## src/rtl/ip_dram_bridge.sv

```systemverilog
// cZ80 8-bit bus to ip_sdram 128-bit line bridge: paged 16 KB window, one-line read buffer, posted writes.
// Optional hit counter on PAGE_PORT+1 when DRAM_BRIDGE_HIT_COUNTER_EN is defined.
module ip_dram_bridge #(
    parameter logic [1:0] WINDOW_BASE = 2'b10,
    parameter logic [7:0] PAGE_PORT   = 8'h20,
    parameter logic [5:0] DRAM_BASE   = 6'd0
) (
    input  logic         clk,
    input  logic         reset,
    input  logic         sdram_init_busy,
    input  logic [15:0]  bus_address,
    input  logic         bus_memreq,
    input  logic         bus_ioreq,
    input  logic         bus_valid,
    output logic         bus_ready,
    input  logic         bus_write,
    input  logic [7:0]   bus_wdata,
    output logic [7:0]   bus_rdata,
    output logic         bus_rdata_en,
    output logic [26:0]  dram_address,
    output logic         dram_write,
    output logic         dram_valid,
    input  logic         dram_ready,
    output logic [127:0] dram_wdata,
    output logic [15:0]  dram_wdata_mask,
    input  logic [127:0] dram_rdata,
    input  logic         dram_rdata_en
);

    typedef enum logic [2:0] {IDLE, RD_REQ, RD_WAIT, WR_REQ, RESP} state_t;

    state_t         state;
    state_t         state_nxt;

    logic [7:0]     page;
    logic           line_valid;
    logic [17:0]    line_tag;
    logic [127:0]   line_data;
    logic [3:0]     byte_sel;
    logic [7:0]     wdata_q;
    logic [7:0]     resp_q;

    logic           sel_mem;
    logic           sel_io;
    logic           sel_cnt;
    logic           accept;
    logic           hit;
    logic           line_fill;
    logic [17:0]    req_tag;
    logic [3:0]     req_k;

    assign sel_mem = bus_memreq && (bus_address[15:14] == WINDOW_BASE);
    assign sel_io  = bus_ioreq && !bus_memreq && (bus_address[7:0] == PAGE_PORT);

`ifdef DRAM_BRIDGE_HIT_COUNTER_EN
    logic [7:0]     hit_cnt;
    assign sel_cnt = bus_ioreq && !bus_memreq && (bus_address[7:0] == PAGE_PORT + 8'd1);
`else
    assign sel_cnt = 1'b0;
`endif

    // Ready is forced low during reset so the OR-bus sees all outputs at 0.
    assign bus_ready = !reset && (state == IDLE) && !sdram_init_busy && (sel_mem || sel_io || sel_cnt);
    assign accept    = bus_valid && bus_ready;
    assign req_tag   = {page, bus_address[13:4]};
    assign req_k     = bus_address[3:0];
    assign hit       = line_valid && (line_tag == req_tag);
    assign line_fill = (state == RD_WAIT) && dram_rdata_en;

    always_ff @(posedge clk or posedge reset) begin
        if (reset) state <= IDLE;
        else       state <= state_nxt;
    end

    always_comb begin
        // NOTE: default assignment first so no path through the case leaves state_nxt unassigned (no latch).
        state_nxt = state;
        case (state)
            IDLE: begin
                if (accept) begin
                    if (sel_mem) begin
                        if (bus_write)  state_nxt = WR_REQ;
                        else if (hit)   state_nxt = RESP;
                        else            state_nxt = RD_REQ;
                    end else if (!bus_write) begin
                        state_nxt = RESP;
                    end
                end
            end
            RD_REQ:  if (dram_ready)    state_nxt = RD_WAIT;
            RD_WAIT: if (dram_rdata_en) state_nxt = RESP;
            WR_REQ:  if (dram_ready)    state_nxt = IDLE;
            RESP:                       state_nxt = IDLE;
            default:                    state_nxt = IDLE;
        endcase
    end

    always_comb begin
        bus_rdata_en    = (state == RESP);
        bus_rdata       = (state == RESP) ? resp_q : 8'h00;
        dram_valid      = (state == RD_REQ) || (state == WR_REQ);
        dram_write      = (state == WR_REQ);
        dram_wdata      = (state == WR_REQ) ? {16{wdata_q}} : 128'h0;
        dram_wdata_mask = (state == WR_REQ) ? ~(16'h0001 << byte_sel) : 16'h0000;
    end

    // NOTE: sequential state uses non-blocking assignments only, so every flop sees pre-edge values.
    always_ff @(posedge clk or posedge reset) begin
        if (reset) begin
            page         <= 8'h00;
            line_valid   <= 1'b0;
            line_tag     <= 18'h0;
            dram_address <= 27'h0;
            byte_sel     <= 4'h0;
            wdata_q      <= 8'h00;
            resp_q       <= 8'h00;
        end else begin
            if (accept) begin
                if (sel_mem) begin
                    dram_address <= {DRAM_BASE, page, bus_address[13:4], 3'b000};
                    byte_sel     <= req_k;
                    wdata_q      <= bus_wdata;
                    if (!bus_write) resp_q <= line_data[{req_k, 3'b000} +: 8];
                end else if (sel_io) begin
                    if (bus_write) page   <= bus_wdata;
                    else           resp_q <= page;
                end
`ifdef DRAM_BRIDGE_HIT_COUNTER_EN
                else if (sel_cnt && !bus_write) begin
                    resp_q <= hit_cnt;
                end
`endif
            end
            if (line_fill) begin
                line_valid <= 1'b1;
                line_tag   <= dram_address[20:3];
                resp_q     <= dram_rdata[{byte_sel, 3'b000} +: 8];
            end
        end
    end

    // NOTE: line data needs no reset; line_valid guards every use of it.
    always_ff @(posedge clk) begin
        if (line_fill)
            line_data <= dram_rdata;
        else if (accept && sel_mem && bus_write && hit)
            line_data[{req_k, 3'b000} +: 8] <= bus_wdata;
    end

`ifdef DRAM_BRIDGE_HIT_COUNTER_EN
    always_ff @(posedge clk or posedge reset) begin
        if (reset)
            hit_cnt <= 8'h00;
        else if (accept && sel_cnt && bus_write)
            hit_cnt <= 8'h00;
        else if (accept && sel_mem && !bus_write && hit && (hit_cnt != 8'hFF))
            hit_cnt <= hit_cnt + 8'd1;
    end
`endif

endmodule
```

## config.mk

```make
export PLATFORM = sky130hd
export DESIGN_NAME = ip_dram_bridge
export DESIGN_NICKNAME = d
export VERILOG_FILES = /design/src/rtl/ip_dram_bridge.sv
export SDC_FILE = /design/constraint.sdc
export NUM_CORES = 1
export LEC_CHECK = 0
export ABC_AREA = 0
export BUFFER_PORTS_ARGS = -buffer_cell sky130_fd_sc_hd__clkbuf_2
export CORE_MARGIN = 1
export CORE_UTILIZATION = 53
export DETAILED_ROUTE_END_ITERATION = 10
export PLACE_DENSITY_LB_ADDON = 0.12
export SYNTH_ARGS = -nofsm -noshare
export SYNTH_HDL_FRONTEND = slang
export SYNTH_SLANG_ARGS = --single-unit
```

## constraint.sdc

```tcl
create_clock -name clk -period 3.6 [get_ports clk]
set_clock_uncertainty 0.15 [all_clocks]
set_input_delay 0 -clock clk [delete_from_list [all_inputs] [get_ports clk]]
set_output_delay 0 -clock clk [all_outputs]
set_load 0.02 [all_outputs]
```

# Yosys cells after proc, flatten, opt, wreduce, memory -nomap -nowiden
# Index checks and enable logic that the tools add are counted.
dict set report word_totals {
  regBits 196
  inputBits 161
  elab_cells 77
  out_inout_bits 183
}
dict set report op_classes {
  shift 5
  eq_ne 14
  mux 21
  add_sub_neg 1
  n_bitwise 2
  n_reduce_logical 25
}
# cell count
set ops {}
lappend ops {{$mux W128} 3}
lappend ops {{$shiftx A128 B8 Y8} 2}
lappend ops {{$bwmux W128} 1}
lappend ops {{$shift A8 B9 Y128 const A} 1}
lappend ops {{$shiftx A8 B9 Y128} 1}
lappend ops {{$mux W8} 7}
lappend ops {{$mux W3} 8}
lappend ops {{$eq A18 B18 Y1} 1}
lappend ops {{$mux W16} 1}
lappend ops {{$not A16 Y16} 1}
lappend ops {{$shl A1 B4 Y16 const A} 1}
lappend ops {{$logic_and A1 B1 Y1} 12}
lappend ops {{$pmux W3 S4} 1}
lappend ops {{$neg A7 Y9} 1}
lappend ops {{$eq A8 B6 Y1 const B} 1}
lappend ops {{$reduce_and A4 Y1} 2}
lappend ops {{$eq A3 B2 Y1 const B} 2}
lappend ops {{$ne A2 B2 Y1 const B} 3}
lappend ops {{$ne A3 B2 Y1 const B} 2}
lappend ops {{$reduce_and A5 Y1} 1}
lappend ops {{$reduce_bool A2 Y1} 2}
lappend ops {{$eq A3 B1 Y1 const B} 1}
lappend ops {{$eq A3 B3 Y1 const B} 1}
lappend ops {{$logic_not A1 Y1} 3}
lappend ops {{other kinds (8)} 9}

# Longest topological paths before layout
dict set report logic_depth {
  word_depth 11
  mapped_depth 9
  depth_no_buf 7
}

# Least setup slack after synthesis
# OpenSTA, ideal clock, no wires.
dict set report synth_timing {
  kind {register -> register}
  startpoint {reg state[2]}
  endpoint {reg line_data[10], enable pin}
  period_less_slack_ns 3.017
  path_buffers 1
  t_required_ns 3.063
  t_arrival_ns 2.480
  slack_ns 0.583
  setup_time_ns 0.387
  stages_incl_launch_ff 7
  cell_sequence {dfrtp_1 or4b_1 or4_1 buf_4 nor2_8 nand4_4 o31ai_1}
}
dict set report synth_via {
  elab_chain_len 9
  word_cells_on_any_way 11
  classes_between {eq/ne: 1; reduce/logical: 10}
}
# item line
set synth_lines {}
lappend synth_lines {{from (decl)} 32} ;# state_t state;
lappend synth_lines {{from (signal assigned)} 72} ;# else state <= state_nxt;
lappend synth_lines {{$logic_not A3 Y1} 63} ;# assign bus_ready = !reset && (state == IDLE) && !sdram_init_busy && (sel_mem || sel_io || sel_cnt);
lappend synth_lines {{$logic_and A1 B1 Y1 (3 in series)} 63}
lappend synth_lines {{$logic_and A1 B1 Y1} 64} ;# assign accept = bus_valid && bus_ready;
lappend synth_lines {{$logic_and A1 B1 Y1 (3 in series)} 146} ;# else if (accept && sel_mem && bus_write && hit)
lappend synth_lines {{$reduce_bool A2 Y1 (no line) (*)} -}
lappend synth_lines {{to (signal assigned)} 145} ;# line_data <= dram_rdata;
lappend synth_lines {{to (signal, indexed assignment)} 147} ;# line_data[{req_k, 3'b000} +: 8] <= bus_wdata;
lappend synth_lines {{to (decl)} 38} ;# logic [127:0] line_data;
# Every way passes the cells marked *; elsewhere a longest branch is shown, timed or not.
# A chain may end at the register's enable or synchronous reset.

# Worst setup path in the final report
dict set report layout_timing {
  startpoint {in bus_address[4]}
  endpoint {reg resp_q[6]}
}
dict set report layout_via {
  elab_chain_len 7
  word_cells_on_any_way 9
  classes_between {eq/ne: 2; reduce/logical: 7}
}
# item line
set layout_lines {}
lappend layout_lines {{from (decl)} 11} ;# input logic [15:0] bus_address,
lappend layout_lines {{$eq A8 B6 Y1 (*)} 53} ;# assign sel_io = bus_ioreq && !bus_memreq && (bus_address[7:0] == PAGE_PORT);
lappend layout_lines {{$logic_and A1 B1 Y1 (*)} 53}
lappend layout_lines {{$logic_or A1 B1 Y1} 63}
lappend layout_lines {{$logic_and A1 B1 Y1} 63}
lappend layout_lines {{$logic_and A1 B1 Y1} 64}
lappend layout_lines {{$reduce_bool A2 Y1 (no line)} -}
lappend layout_lines {{$reduce_and A4 Y1 (no line) (*)} -}
lappend layout_lines {{to (signal assigned)} 123} ;# if (!bus_write) resp_q <= line_data[{req_k, 3'b000} +: 8];
lappend layout_lines {{to (signal assigned)} 126} ;# else resp_q <= page;
lappend layout_lines {{to (signal assigned)} 137} ;# resp_q <= dram_rdata[{byte_sel, 3'b000} +: 8];
lappend layout_lines {{to (decl)} 41} ;# logic [7:0] resp_q;
# Marked as above.

==> impl_metrics.tcl <==
set metrics [dict create \
    status "finished clean" \
    finalSetupViolCount 0 \
    tightest_slew_ns 1.135 \
    irDropWorstVdd_mv 0.3889 \
    rr_worst_depth 7 \
    path_common_cell "dlygate4sd3_1" \
    timing_hold_violations_final 0 \
    dp_slack_ns 0.6812 \
    grt_use_total_pct 33.48 \
    max_freq_mhz 318.2 \
    syn_inst 962 \
    floorplan.initialDensity_pct 53.94 \
    endpoint_kind "register" \
    synth_warnings 0 \
    syn_avg_cell_area_um2 12.24 \
    vias_per_cell 6.020 \
    area_growth_pct 26.13 \
    final.setup.tns_ns 0 \
    synth_area_um2 11770 \
    synthArstFlopShare_pct 34.69 \
    criticalPathCategory "in2reg" \
    grt_max_degree 90 \
    grt_overflow 0 \
    hpwl_um 26250 \
    synth_ff_type "edfxtp_1" \
    fin_crit_ns 3.143 \
    n_fill_cell 1620 \
    clk_transition_reported_paths_ns 0.07 \
    powerDensity_nw_per_um2 470.1 \
    worst_slack_ns 0.4574 \
    cts_resized 0 \
    ant_nets 0 \
    synth_seq_cells 196 \
    synth-simple-area-share_pct 8.185 \
    antenna_found_initial 2 \
    clkSinkCount 196 \
    place_congestion 0.9292 \
    firstDrtPassIters 6 \
    seq_area_um2 5547 \
    clockRootBuffer "clkbuf_16" \
    cts_buffers 17 \
    rsz0062_at_grt "no" \
    clk-insertion-delay-late_ns 0.45 \
    start_kind "primary input" \
    rows 54 \
    die-area_um2 22810 \
    synth_mux_area_share_pct 16.62 \
    die_w_um 151.0 \
    synth_adder_area_share_pct 0.3189 \
    synth_top_family_by_area "multiplexers" \
    synth_seq_area_share_pct 47.11 \
    port_buffers 334 \
    htree_num_levels 4 \
    drt-total-wl_um 37670 \
    drive_gt1_share_pct 39.36 \
    diodes 0 \
    grt_pass1_wl_um 54100 \
    min_period_over_period_pct 87.29 \
    cp_max_fo 16 \
    slew_headroom_pct 23.72 \
    pin_count 344 \
    clockBufferDepth 2 \
    crit_slowest_cell "a211oi_4" \
    grt_pass1_vias 8977 \
    vias 9548 \
    wl_per_cell_um 23.75 \
    crit_arrival_ns 3.37 \
    hp-class "in2reg" \
    multi_input_area_um2 4891 \
    drt-initial-drc-count 976 \
    maxCapViolations 0 \
    die_y_um 151.0 \
    path_cells "dlygate4sd3_1, clkbuf_2, nor4b_1, nand4_1, a211oi_4, o31ai_1, a31oi_1, dlygate4sd3_1" \
    synth_compound_area_share_pct 14.60 \
    synth_cell_type_count 55 \
    core_um2 21820 \
    required_ns 3.83 \
    hold_path_depth 5 \
    drcViolationCount 0 \
    nNetsFinal 1458 \
    cellLeakagePower_nw 6.486 \
    cts_tree "built" \
    synth_xor_area_share_pct 1.488 \
    slew_violations 0 \
    slowest_delay_ns 0.74 \
    synth_edf_count 128 \
]
## logic make-up (layout without fill, tap and decap cells)
group | after synthesis | in the layout
buffers and inverters | 218 | 554
multiplexers | 114 | 114
adder cells (fa/ha/maj) | 3 | 3
other | 1 | 9
flip-flops | 196 | 196
AO/OA/AOI/OAI | 218 | 218
AND/OR/NAND/NOR | 192 | 192
XOR/XNOR | 20 | 20
## worst max-delay path: cells and delay by family
| kind | cells | cell delay [ns] |
|---|---|---|
| compound gates | 3 | 1.02 |
| buf+inv | 3 | 1.22 |
| simple gates | 2 | 1.12 |
## per-stage QoR
stage	total power, W	cells	utilization, %	hold slack [ns]	area, um2
global route	0.007227	1586	68.03	0.07341	14850
floorplan	0.004256	970	-	0.0004823	11800
CTS	0.006963	1586	68.03	0.04805	14850
finish	0.006980	1586	68.03	0.05370	14850
global placement	0.004901	1406	58.49	0.1205	12760
detailed placement	0.004933	1406	58.49	0.1194	12760
## cells in the mapped netlist (all sizes together), types with 3 or more instances
cell type	instances	area, um2
buf	159	1129
a22o	129	1130
edfxtp	128	3844
nand2	80	300.3
dfrtp	68	1702
mux4	61	1374
clkbuf	50	207.7
mux2	42	473.0
nor2	33	140.1
a21oi	20	100.1
xnor2	19	166.4
and3	18	112.6
o21ai	18	90.09
a22oi	16	120.1
nand3	13	65.06
nor3	13	86.34
mux2i	11	110.1
a31oi	10	62.56
o31ai	9	67.56
inv	8	30.03
nand4	8	65.06
a211oi	5	50.05
nand2b	5	31.28
nor2b	5	31.28
and2	4	25.02
o211ai	4	30.03
ha	3	37.54
## worst paths after layout
check | to | slack, ns | startpoint
setup / recovery | resp_q[6]$_DFFE_PP0P_ | 0.46 | bus_address[4]
hold / removal | resp_q[1]$_DFFE_PP0P_ | 0.05 | sdram_init_busy
setup reg to reg | resp_q[6]$_DFFE_PP0P_ | 0.61 | byte_sel[1]$_DFFE_PP0P_
hold reg to reg | line_valid$_DFFE_PP0P_ | 0.32 | line_valid$_DFFE_PP0P_
max in group asynchronous | page[0]$_DFFE_PP0P_ | 2.21 | reset
min in group asynchronous | line_tag[5]$_DFFE_PP0P_ | 0.24 | reset
## layout make-up
class,instances,share of cell area [%]
clock buffers,20,3.295
clock inverters,11,0.6910
inverters,9,0.2275
multi-input cells,556,32.94
flip-flops and latches,196,37.36
well taps,280,2.360
repair buffers,514,23.12
## metal layers
layer | GRT usage (%) | wire length, um | up-vias
li1 | - | - | 4215
met1 | 45.16 | 14550 | 4601
met2 | 53.17 | 18060 | 651
met3 | 5.994 | 3571 | 81
met4 | 14.85 | 1483 | 0
met5 | 0 | 0 | -
## what timing repair did
| item | CTS | global route |
|---|---|---|
| hold buffers | 149 | 0 |
| endpoints found under the hold margin | 209 | 0 |
| buffers inserted | 0 | 0 |
## state kept, by name (all words and copies together) (netlist names)
register / cells
byte_sel: 4
dram_address: 18
line_data: 128
line_tag: 18
line_valid: 1
page: 8
resp_q: 8
state: 3
wdata_q: 8
## power breakdown
| part | total [W] | internal, W | switching (W) |
|---|---|---|---|
| clock network | 0.00192 | 0.00101 | 0.000910 |
| registers | 0.00300 | 0.00279 | 0.000206 |
| logic | 0.00206 | 0.000940 | 0.00112 |
| total | 0.00698 | 0.00474 | 0.00224 |
## cells in the final DEF (no fill, tap or decap), types with 9 or more instances in the layout
cell and count:
clkbuf_2 334, dlygate4sd3_1 149, a22o_1 129, edfxtp_1 128, nand2_1 80, dfrtp_1 67, mux4_2 61, mux2_2 42
nor2_1 32, buf_4 28, a21oi_1 20, xnor2_1 19, clkbuf_16 19, o21ai_0 18, and3_1 17, a22oi_1 16
nand3_1 13, mux2i_1 11, nor3_1 10, a31oi_1 10, o31ai_1 9, conb_1 9
No activity file was read; power rests on OpenSTA's default activity.
